## src/rtl/tag_lookup_unit_pkg.sv

```systemverilog
// -----------------------------------------------------------------------------
// tag_lookup_unit_pkg
//
// Shared cache definitions used by the tag lookup controller, the tag memory
// and the data memory:
//   - default address / index / offset widths for the cache geometry
//   - the lookup FSM state encoding
//   - address-field helpers (get_tag, get_index, line_align)
//
// The helpers work on a 64-bit widened address so they can serve any
// parameterisation up to 64 address bits. Callers widen the address on the
// way in and size-cast the result down to the field width they need.
// -----------------------------------------------------------------------------
package tag_lookup_unit_pkg;

  localparam int unsigned DEFAULT_ADDR_WIDTH   = 32;
  localparam int unsigned DEFAULT_INDEX_WIDTH  = 8;
  localparam int unsigned DEFAULT_OFFSET_WIDTH = 4;  // 16-byte lines
  localparam int unsigned DEFAULT_TAG_SIZE     =
    DEFAULT_ADDR_WIDTH - DEFAULT_INDEX_WIDTH - DEFAULT_OFFSET_WIDTH;

  typedef logic [63:0] wide_addr_t;

  typedef enum logic [2:0] {
    ST_IDLE,
    ST_LOOKUP,
    ST_REFILL,
    ST_ALLOCATE,
    ST_RESPOND
  } lookup_state_e;

  // Tag field: everything above index and offset.
  function automatic wide_addr_t get_tag(input wide_addr_t  addr,
                                         input int unsigned index_width,
                                         input int unsigned offset_width);
    return addr >> (index_width + offset_width);
  endfunction

  // Index field: the index_width bits just above the line offset.
  function automatic wide_addr_t get_index(input wide_addr_t  addr,
                                           input int unsigned index_width,
                                           input int unsigned offset_width);
    return (addr >> offset_width) &
           ((wide_addr_t'(1) << index_width) - wide_addr_t'(1));
  endfunction

  // Line-aligned address: byte offset bits forced to zero.
  function automatic wide_addr_t line_align(input wide_addr_t  addr,
                                            input int unsigned offset_width);
    return addr & ~((wide_addr_t'(1) << offset_width) - wide_addr_t'(1));
  endfunction

endpackage

```

## src/rtl/tag_lookup_unit_valid_bit_array.sv

```systemverilog
// -----------------------------------------------------------------------------
// tag_lookup_unit_valid_bit_array
//
// One valid flop per cache line. Combinational read, single-line set and
// global clear (clear wins over set).
//
// Ports:
//   clk_i         clock
//   rst_i         synchronous active-high reset, clears every line
//   clear_i       invalidate all lines at this edge
//   set_i         mark line set_index_i valid at this edge
//   set_index_i   line to set
//   read_index_i  line to read
//   read_valid_o  valid bit of line read_index_i
// -----------------------------------------------------------------------------
module tag_lookup_unit_valid_bit_array
  import tag_lookup_unit_pkg::*;
#(
  parameter int unsigned INDEX_WIDTH = DEFAULT_INDEX_WIDTH
) (
  input  logic                   clk_i,
  input  logic                   rst_i,
  input  logic                   clear_i,
  input  logic                   set_i,
  input  logic [INDEX_WIDTH-1:0] set_index_i,
  input  logic [INDEX_WIDTH-1:0] read_index_i,
  output logic                   read_valid_o
);

  localparam int unsigned LINES = 2 ** INDEX_WIDTH;

  logic [LINES-1:0] valid_q;

  // NOTE: unlike the tag RAM this storage must be reset -- every hit is gated
  // by it, which is what makes stale tag RAM contents harmless after reset.
  // NOTE: state is updated with non-blocking assignments so every flop samples
  // pre-edge values regardless of statement order.
  always_ff @(posedge clk_i) begin
    if (rst_i || clear_i) begin
      valid_q <= '0;
    end else if (set_i) begin
      valid_q[set_index_i] <= 1'b1;
    end
  end

  assign read_valid_o = valid_q[read_index_i];

endmodule

```

## src/rtl/tag_lookup_unit.sv

```systemverilog
// -----------------------------------------------------------------------------
// tag_lookup_unit
//
// Lookup/allocation controller in front of the cache tag memory. Accepts one
// line request at a time, reads the stored tag, reports hit/miss, and on a
// miss runs a refill handshake before writing the new tag and setting valid.
//
// Ports:
//   clk_i, rst_i              clock, synchronous active-high reset
//   req_valid_i/req_address_i request in; req_ready_o high only in IDLE with
//                             no flush
//   rsp_valid_o/rsp_hit_o/    one-cycle response pulse with hit flag and the
//   rsp_address_o             address being answered
//   flush_i                   invalidate all lines (sampled in IDLE only)
//   tag_index_o/tag_read_o/   shared read/write port of the tag memory;
//   tag_write_o/              read data returns the cycle after tag_read_o
//   tag_write_data_o/
//   tag_read_data_i
//   refill_req_o/             line refill request, held until refill_done_i
//   refill_address_o/         pulses; address is line aligned
//   refill_done_i
//
// Flow: IDLE -accept-> LOOKUP -hit-> RESPOND -> IDLE
//                             -miss-> REFILL -done-> ALLOCATE -> RESPOND
// Outputs that are not being driven by the current state are held at 0.
// -----------------------------------------------------------------------------
module tag_lookup_unit
  import tag_lookup_unit_pkg::*;
#(
  parameter int unsigned ADDR_WIDTH   = DEFAULT_ADDR_WIDTH,
  parameter int unsigned INDEX_WIDTH  = DEFAULT_INDEX_WIDTH,
  parameter int unsigned OFFSET_WIDTH = DEFAULT_OFFSET_WIDTH,
  parameter int unsigned TAG_SIZE     = ADDR_WIDTH - INDEX_WIDTH - OFFSET_WIDTH
) (
  input  logic                   clk_i,
  input  logic                   rst_i,
  input  logic                   req_valid_i,
  input  logic [ADDR_WIDTH-1:0]  req_address_i,
  output logic                   req_ready_o,
  output logic                   rsp_valid_o,
  output logic                   rsp_hit_o,
  output logic [ADDR_WIDTH-1:0]  rsp_address_o,
  input  logic                   flush_i,
  output logic [INDEX_WIDTH-1:0] tag_index_o,
  output logic                   tag_read_o,
  output logic                   tag_write_o,
  output logic [TAG_SIZE-1:0]    tag_write_data_o,
  input  logic [TAG_SIZE-1:0]    tag_read_data_i,
  output logic                   refill_req_o,
  output logic [ADDR_WIDTH-1:0]  refill_address_o,
  input  logic                   refill_done_i
);

  lookup_state_e          state_q;
  logic [ADDR_WIDTH-1:0]  addr_q;        // request captured on acceptance
  logic                   rsp_hit_q;
  logic                   rsp_valid_q;
  logic                   refill_req_q;
  logic                   tag_write_q;   // high exactly in ALLOCATE

  logic [INDEX_WIDTH-1:0] req_index;
  logic [INDEX_WIDTH-1:0] cap_index;
  logic [TAG_SIZE-1:0]    cap_tag;
  logic [ADDR_WIDTH-1:0]  cap_line;
  logic                   accept;
  logic                   flush_accept;
  logic                   line_valid;
  logic                   lookup_hit;

  // Address fields of the incoming request and of the captured request.
  assign req_index = INDEX_WIDTH'(get_index(wide_addr_t'(req_address_i),
                                            INDEX_WIDTH, OFFSET_WIDTH));
  assign cap_index = INDEX_WIDTH'(get_index(wide_addr_t'(addr_q),
                                            INDEX_WIDTH, OFFSET_WIDTH));
  assign cap_tag   = TAG_SIZE'(get_tag(wide_addr_t'(addr_q),
                                       INDEX_WIDTH, OFFSET_WIDTH));
  assign cap_line  = ADDR_WIDTH'(line_align(wide_addr_t'(addr_q),
                                            OFFSET_WIDTH));

  // Ready is masked during reset so nothing is accepted in the reset cycle.
  assign req_ready_o  = (state_q == ST_IDLE) && !flush_i && !rst_i;
  assign accept       = req_valid_i && req_ready_o;
  assign flush_accept = (state_q == ST_IDLE) && flush_i;

  tag_lookup_unit_valid_bit_array #(
    .INDEX_WIDTH (INDEX_WIDTH)
  ) u_valid_bit_array (
    .clk_i        (clk_i),
    .rst_i        (rst_i),
    .clear_i      (flush_accept),
    .set_i        (tag_write_q),
    .set_index_i  (cap_index),
    .read_index_i (cap_index),
    .read_valid_o (line_valid)
  );

  // Tag RAM contents are only trusted when the line is valid.
  assign lookup_hit = line_valid && (tag_read_data_i == cap_tag);

  always_ff @(posedge clk_i) begin
    if (rst_i) begin
      state_q      <= ST_IDLE;
      addr_q       <= '0;
      rsp_hit_q    <= 1'b0;
      rsp_valid_q  <= 1'b0;
      refill_req_q <= 1'b0;
      tag_write_q  <= 1'b0;
    end else begin
      unique case (state_q)
        ST_IDLE: begin
          if (accept) begin
            addr_q  <= req_address_i;
            state_q <= ST_LOOKUP;
          end
        end
        ST_LOOKUP: begin
          rsp_hit_q <= lookup_hit;
          if (lookup_hit) begin
            rsp_valid_q <= 1'b1;
            state_q     <= ST_RESPOND;
          end else begin
            refill_req_q <= 1'b1;
            state_q      <= ST_REFILL;
          end
        end
        ST_REFILL: begin
          if (refill_done_i) begin
            refill_req_q <= 1'b0;
            tag_write_q  <= 1'b1;
            state_q      <= ST_ALLOCATE;
          end
        end
        ST_ALLOCATE: begin
          tag_write_q <= 1'b0;
          rsp_valid_q <= 1'b1;
          state_q     <= ST_RESPOND;
        end
        ST_RESPOND: begin
          rsp_valid_q <= 1'b0;
          rsp_hit_q   <= 1'b0;
          state_q     <= ST_IDLE;
        end
        default: begin
          rsp_hit_q    <= 1'b0;
          rsp_valid_q  <= 1'b0;
          refill_req_q <= 1'b0;
          tag_write_q  <= 1'b0;
          state_q      <= ST_IDLE;
        end
      endcase
    end
  end

  // NOTE: every output gets a default before the conditional overrides, so
  // no path leaves a signal unassigned and no latch is inferred.
  always_comb begin
    tag_index_o      = '0;
    tag_read_o       = accept;
    tag_write_o      = tag_write_q;
    tag_write_data_o = '0;
    refill_req_o     = refill_req_q;
    refill_address_o = '0;
    rsp_valid_o      = rsp_valid_q;
    rsp_hit_o        = 1'b0;
    rsp_address_o    = '0;

    // Accept only happens in IDLE and tag_write_q only in ALLOCATE, so the
    // shared port never sees a read and a write together.
    if (accept) begin
      tag_index_o = req_index;
    end else if (tag_write_q) begin
      tag_index_o      = cap_index;
      tag_write_data_o = cap_tag;
    end

    if (refill_req_q) begin
      refill_address_o = cap_line;
    end

    if (rsp_valid_q) begin
      rsp_hit_o     = rsp_hit_q;
      rsp_address_o = addr_q;
    end
  end

endmodule

```

## config.mk

```make
export PLATFORM = sky130hd
export DESIGN_NAME = tag_lookup_unit
export DESIGN_NICKNAME = d
export VERILOG_FILES = /design/src/rtl/tag_lookup_unit_pkg.sv /design/src/rtl/tag_lookup_unit_valid_bit_array.sv /design/src/rtl/tag_lookup_unit.sv
export SDC_FILE = /design/constraint.sdc
export NUM_CORES = 1
export LEC_CHECK = 0
export ABC_AREA = 1
export CORE_MARGIN = 2
export CORE_UTILIZATION = 40
export CTS_CLUSTER_DIAMETER = 60
export CTS_CLUSTER_SIZE = 28
export DETAILED_ROUTE_END_ITERATION = 6
export GPL_TIMING_DRIVEN = 0
export HOLD_SLACK_MARGIN = 0.1
export PLACE_DENSITY = 0.7
export REMOVE_ABC_BUFFERS = 1
export SKIP_CTS_REPAIR_TIMING = 1
export SLEW_MARGIN = 20
export SYNTH_ARGS = -nofsm -noshare
export SYNTH_HDL_FRONTEND = slang
export SYNTH_SLANG_ARGS = --single-unit
```

## constraint.sdc

```tcl
create_clock -name clk_i -period 2.67 [get_ports clk_i]
set_input_delay 0.267 -clock clk_i [delete_from_list [all_inputs] [get_ports clk_i]]
set_output_delay 0.267 -clock clk_i [all_outputs]
set_load 0.05 [all_outputs]
```

==> results.tsv, run 1 <==
stage	metric	value	unit
finish	area_delta_synth_final	21.97	%
placed_design	hpwlAfterDp	25.03	mm
route	avgViaCountPerCell	5.071	
logic_synthesis	synth.most_common_cell	nand2_1	
global_route	grt_start_max_net_pins	80	
global_route	grt_usage	20.89	%
timing	timing.final.crit_share	100.3	%
timing	rsz0062_at_grt	yes	
critical_path	required	2.40	ns
logic_synthesis	async_flop_share	0	%
clock_tree	cts_tree	done	
timing	fmax	0.3733	GHz
critical_path	critPathMaxFanout	42	
clock_tree	clkLatencyLatePin	0.54	ns
finish	regArea	5923	um^2
logic_synthesis	yosys_warnings	0	
route	vias	13140	
logic_synthesis	synth_common_cells	691 x nand2_1, 295 x dfxtp_1, 288 x a21oi_1	
route	drc	0	
clock_tree	cts-htree-levels	1	
placed_design	dp_cells	2536	
logic_synthesis	yosysTopAreaCell	dfxtp_1	
placed_design	placed_cell_area	15350	um^2
clock_tree	cts_inserted_buffers	21	
clock_tree	path_clk_slew	0.09	ns
route	ant_nets	0	
timing	tns	-0.01974	ns
die	fp.dieH	187.8	um
clock_tree	cts.sink_count	295	
finish	layout-drive-gt1-share	6.950	%
die	fp-row-count	67	
timing	hold_slack	0.1950	ns
run	max_cap_violations	0	
timing	final_hold_viol_count	0	
die	die_area	35270	um^2
finish	layout.nets	2187	
clock_tree	clock-root-buffer	clkbuf_16	
die	die_x	187.8	um
finish	instances_no_fill	2592	
finish	num_antenna_cells	0	
timing	relSlewSlack	25.70	%
route	drtIter0Drc	1141	
power_and_ir_drop	irDropWorstVdd	0.3790	mV
clock_tree	cts_buffer_depth	3	
logic_synthesis	synth.distinct_cells	31	
logic_synthesis	syn_area_per_cell	6.595	um^2
worst_hold_path	hp-class	in -> reg	
timing	finClkSkew	0.04129	ns
logic_synthesis	synthTopCellsByArea	dfxtp_1 44%, nand2_1 19%, a21oi_1 11%, nor2_1 6.5%, inv_1 5.6%	
route	wl	40.04	mm
logic_synthesis	synth_edf_count	0	
logic_synthesis	syn-instance-count	2049	
route	drtPass1Iterations	6	
die	core	33360	um^2
run_status	violations	setup timing	
logic_synthesis	synth_top_area_share	43.70	%
timing	fin_crit	2.679	ns
timing	setup_slack	-0.009119	ns
die	ios	155	
power_and_ir_drop	p_leak	6.943	nW
critical_path	worst-endpoint-arrival	2.41	ns
logic_synthesis	seq_area_frac_synth	43.70	%
logic_synthesis	synth_flop_cell	dfxtp_1	
die	start_util	40.50	%
global_route	grt_remaining_overflow	0	
critical_path	crit_path_end_kind	output pin	
placed_design	routabilityCongestion	1.029	
power_and_ir_drop	p_per_area	520.9	nW/um^2
finish	final_area	16480	um^2
timing	finalSetupViolations	4	
run_status	status	finished, violations left	
global_route	grt_pass1_wl	60.51	mm
global_route	grt_pass1_vias	11560	
global_route	antenna_found_initial	0	
placed_design	portBuffers	150	
timing	worstMarginPinSlew	1.110	ns
critical_path	start_kind	flip-flop	
timing	drv_slew	0	
finish	n_fill_cell	3306	
logic_synthesis	ys_seq_elements	295	
logic_synthesis	syn_area	13510	um^2
finish	multi_input_area	6322	um^2
power_and_ir_drop	total_power	8.586	mW
critical_path	path_class	reg -> out	
placed_design	dpl_worst_slack	-1.839	ns
route	wl_per_cell	15.45	um
finish	final_util	49.40	%
[critical path: stages (launching register included)]
cell and delay, ns:
dfxtp_1 0.34, inv_1 0.11, nand2_1 0.12, nor3_4 0.30, nand2_8 0.19, clkinv_8 0.20
nand2_1 0.09, o21ai_0 0.08, inv_1 0.07, a21oi_1 0.12, clkbuf_4 0.25
[worst paths after layout]
check / start / end / slack [ns] / cells past startpoint
hold / removal: rst_i / addr_q[5]$_SDFFE_PP0P_ / 0.19 / 2
hold reg to reg: u_valid_bit_array.valid_q[52]$_SDFFE_PP0P_ / u_valid_bit_array.valid_q[52]$_SDFFE_PP0P_ / 0.45 / 2
setup reg to reg: addr_q[7]$_SDFFE_PP0P_ / u_valid_bit_array.valid_q[186]$_SDFFE_PP0P_ / 0.15 / 7
setup / recovery: state_q[1]$_SDFFE_PP0P_ / tag_index_o[7] / -0.009 / 10
[cells in the final DEF, fill, tap and decap left out, types with 3 or more instances in the layout]
cell,Yosys,final
nor3_2,13,4
inv_8,0,3
buf_12,0,3
or2_2,3,3
inv_1,203,201
xor2_1,4,4
nand4_1,5,5
nor2_1,233,218
xnor2_1,14,14
dfxtp_4,0,4
clkdlybuf4s50_1,0,120
buf_8,1,6
clkbuf_16,0,23
clkinv_8,0,4
a31oi_1,5,5
a21oi_1,288,288
clkbuf_4,0,9
nand2_1,691,687
nor3_4,0,14
a21oi_2,3,3
nand3_1,12,12
dlymetal6s2s_1,0,20
o21ai_0,50,50
nor2_4,1,6
buf_6,21,4
buf_16,0,7
o21ai_1,73,73
nor2_2,2,15
conb_1,1,4
inv_12,0,3
buf_4,5,16
dfxtp_1,295,289
[cell type report]
type	count	area share (%)
clock inverters	14	1.253
flip-flops and latches	295	35.94
multi-input cells	1415	38.36
repair inverters	1	0.04555
inverters	208	5.018
clock buffers	23	3.355
repair buffers	188	12.63
well taps	448	3.401
[cell families (layout without fill, tap and decap cells)]
family	Yosys count	after routing	share of synthesized area, %
xor gates and xnor gates	18	18	1.167
and+or+nand+nor	969	972	27.97
AOI/OAI and AO/OA	421	421	15.79
buffers and inverters	345	434	11.34
other	1	4	0.02775
DFF	295	295	43.70
[registers in the layout, indices dropped and copies added, names as in the netlist]
register and count:
u_valid_bit_array.valid_q 256, rsp_valid_o 1, tag_write_o 1, refill_req_o 1, state_q 3, rsp_hit_q 1
addr_q 32
[report_power, final]
part	total, mW	switching [mW]	internal, mW
sequential	4.47	0.0532	4.42
clock	3.49	1.77	1.72
combinational	0.623	0.426	0.197
total	8.59	2.25	6.33
[per-layer routing]
layer  track usage, %  part of all wire (%)  vias to the layer above
li1                 -                     -                     6502
met1            26.89                    43                     6073
met2            36.05                    46                      483
met3            2.564                   7.2                       86
met4            7.389                   3.6                        0
met5                0                     0                        -
Note: power is estimated with default switching activity, not from simulation.
==> run 2: changes to the inputs <==
--- a/config.mk
+++ b/config.mk
@@ -11,6 +11,7 @@
 export CTS_CLUSTER_DIAMETER = 60
 export CTS_CLUSTER_SIZE = 28
 export DETAILED_ROUTE_END_ITERATION = 6
+export GPL_ROUTABILITY_DRIVEN = 0
 export GPL_TIMING_DRIVEN = 0
 export HOLD_SLACK_MARGIN = 0.1
 export PLACE_DENSITY = 0.7
==> run 2 against run 1 <==
  * The flow now finishes without violations
  * Clock skew decreased by 0.017 ns
  * Clock power fell by 6.9%
  * Global-route usage is 0.65 points higher
  * Die area stayed put
  * Fmax rose by 3.1%
  * Sequential share of layout area is 0.24 points lower
  * First-iteration DRC count up 20%
  * Non-clock buffer count is 9 higher
  * Core utilization up 0.35 points
  * Critical path type is now reg -> reg
  * Critical endpoint is now u_valid_bit_array.valid_q[57]$_SDFFE_PP0P_
  * Largest cell class unchanged
==> results.tsv, run 2 (synthesized netlist as in run 1, its figures left out) <==
stage	metric	value	unit	change
route	vias	13450		was 13140
timing	worstMarginPinSlew	1.142	ns	was 1.110 ns
global_route	grt_start_max_net_pins	77		was 80
global_route	grt_pass1_wl	62.33	mm	was 60.51 mm
power_and_ir_drop	swShare	26.07	%	was 26.24%
power_and_ir_drop	p_comb_share	7.9	%	was 7.3%
power_and_ir_drop	switchingPower	2.185	mW	was 2.253 mW
power_and_ir_drop	p_per_area	504.9	nW/um^2	was 520.9 nW/um^2
power_and_ir_drop	internal-power	6.196	mW	was 6.333 mW
critical_path	required	3.11	ns	was 2.40 ns
placed_design	hpwlAfterDp	25.48	mm	was 25.03 mm
run_status	status	finished clean		was finished, violations left
route	wl	42.51	mm	was 40.04 mm
timing	finalSetupViolations	0		was 4
finish	num_antenna_cells	0		unchanged
finish	final_common_cell	nand2_1		unchanged
timing	final_hold_viol_count	0		unchanged
clock_tree	cts.sink_count	295		unchanged
clock_tree	path_clk_slew	0.08	ns	was 0.09 ns
clock_tree	clock-root-buffer	clkbuf_16		unchanged
global_route	antenna_found_initial	0		unchanged
clock_tree	clkLatencyLatePin	0.53	ns	was 0.54 ns
critical_path	worstReg2RegStart	addr_q[7]$_SDFFE_PP0P_		unchanged
timing	timing.final.crit_share	97.34	%	was 100.3%
power_and_ir_drop	total_power	8.381	mW	was 8.586 mW
timing	relSlewSlack	23.56	%	was 25.70%
route	wl_per_cell	16.34	um	was 15.45 um
timing	rsz0062_at_grt	yes		unchanged
critical_path	critPathMaxFanout	15		was 42
finish	final_area	16600	um^2	was 16480 um^2
critical_path	crit_start	addr_q[7]$_SDFFE_PP0P_		was state_q[1]$_SDFFE_PP0P_
critical_path	start_kind	flip-flop		unchanged
run	max_cap_violations	0		unchanged
timing	fmax	0.3848	GHz	was 0.3733 GHz
die	fp-row-count	67		unchanged
finish	largest_reg_flops	256		unchanged
global_route	grt_pass1_vias	11850		was 11560
timing	finClkSkew	0.02459	ns	was 0.04129 ns
die	fp.dieH	187.8	um	unchanged
critical_path	worst-endpoint-arrival	3.04	ns	was 2.41 ns
clock_tree	cts_inserted_buffers	20		was 21
route	ant_nets	0		unchanged
finish	layout-drive-gt1-share	7.939	%	was 6.950%
global_route	grt_remaining_overflow	0		unchanged
die	die_x	187.8	um	unchanged
worst_hold_path	hp-class	in -> reg		unchanged
worst_hold_path	min_from	rst_i		unchanged
placed_design	portBuffers	150		unchanged
timing	tns	0	ns	was -0.01974 ns
power_and_ir_drop	power_frac_clock	38.8	%	was 40.7%
power_and_ir_drop	irDropWorstVdd	0.3357	mV	was 0.3790 mV
critical_path	path_class	reg -> reg		was reg -> out
clock_tree	cts_buffer_depth	3		unchanged
critical_path	crit_path_end_kind	flip-flop		was output pin
critical_path	rrSetupSlack	0.07	ns	was 0.15 ns
die	start_util	40.50	%	unchanged
route	avgViaCountPerCell	5.169		was 5.071
route	drtIter0Drc	1373		was 1141
finish	area_delta_synth_final	22.84	%	was 21.97%
placed_design	placed_cell_area	15400	um^2	was 15350 um^2
finish	regMostFlops	u_valid_bit_array.valid_q		unchanged
route	drtPass1Iterations	6		unchanged
finish	reg.largest.list	u_valid_bit_array.valid_q x256, addr_q x32, state_q x3		unchanged
finish	layout.nets	2198		was 2187
die	core	33360	um^2	unchanged
finish	layout_common_cells	685 x nand2_1, 287 x dfxtp_1, 284 x a21oi_1		was 687 x nand2_1, 289 x dfxtp_1, 288 x a21oi_1
placed_design	dpl_worst_slack	-1.836	ns	was -1.839 ns
clock_tree	cts-htree-levels	1		unchanged
global_route	grt_usage	21.55	%	was 20.89%
power_and_ir_drop	power_frac_seq	53.3	%	was 52.1%
route	drc	0		unchanged
timing	fin_crit	2.599	ns	was 2.679 ns
clock_tree	cts_tree	done		unchanged
timing	drv_slew	0		unchanged
power_and_ir_drop	p_leak	6.995	nW	was 6.943 nW
die	die_area	35270	um^2	unchanged
timing	setup_slack	0.07105	ns	was -0.009119 ns
die	ios	155		unchanged
## run 2: critical path, stage by stage, from the launching register on
cell and delay [ns]:
dfxtp_2 0.53, inv_2 0.15, nor2_4 0.42, inv_1 0.30, nor3_4 0.81, a21oi_1 0.14, nor2_1 0.14
## run 2: cell type report
type                            count  area, um^2
Fill cell                        3233       16760
Multi-Input combinational cell   1417        6359
Sequential cell                   295        5926
Timing Repair Buffer              197        2260
Inverter                          208       809.5
Tap cell                          448       560.5
Clock buffer                       21       514.2
Clock inverter                     14       155.1
Timing Repair inverter              2       16.27
## run 2: power groups by stage
stage	Sequential, mW	Combinational [mW]	Clock, mW
global route	4.47	0.696	3.47
CTS	4.47	0.572	3.30
global placement	4.61	0.474	0
finish	4.47	0.659	3.25
detailed placement	4.58	0.570	0
floorplan	4.59	0.255	0
## run 2: routing by layer
metal  up-vias  GRT usage, %  part of all wire [%]
met5         -             0                     0
met4         0         8.389                   3.6
met3        95         3.051                   9.1
met2       605         35.63                    46
met1      6221         28.46                    42
li1       6528             -                     -
## run 2: through the flow
step / std cells / hold slack (ns) / utilization (%)
floorplan: 1915 / 0.3361 / -
global placement: 2513 / 0.4375 / 44.46
detailed placement: 2537 / 0.4408 / 46.15
CTS: 2572 / 0.2410 / 48.16
global route: 2602 / 0.2435 / 49.75
finish: 2602 / 0.2201 / 49.75
## run 2: final timing paths
check,to,cells past startpoint
min reg2reg,u_valid_bit_array.valid_q[255]$_SDFFE_PP0P_,2
max,u_valid_bit_array.valid_q[57]$_SDFFE_PP0P_,6
max reg2reg,u_valid_bit_array.valid_q[57]$_SDFFE_PP0P_,6
min,addr_q[5]$_SDFFE_PP0P_,2
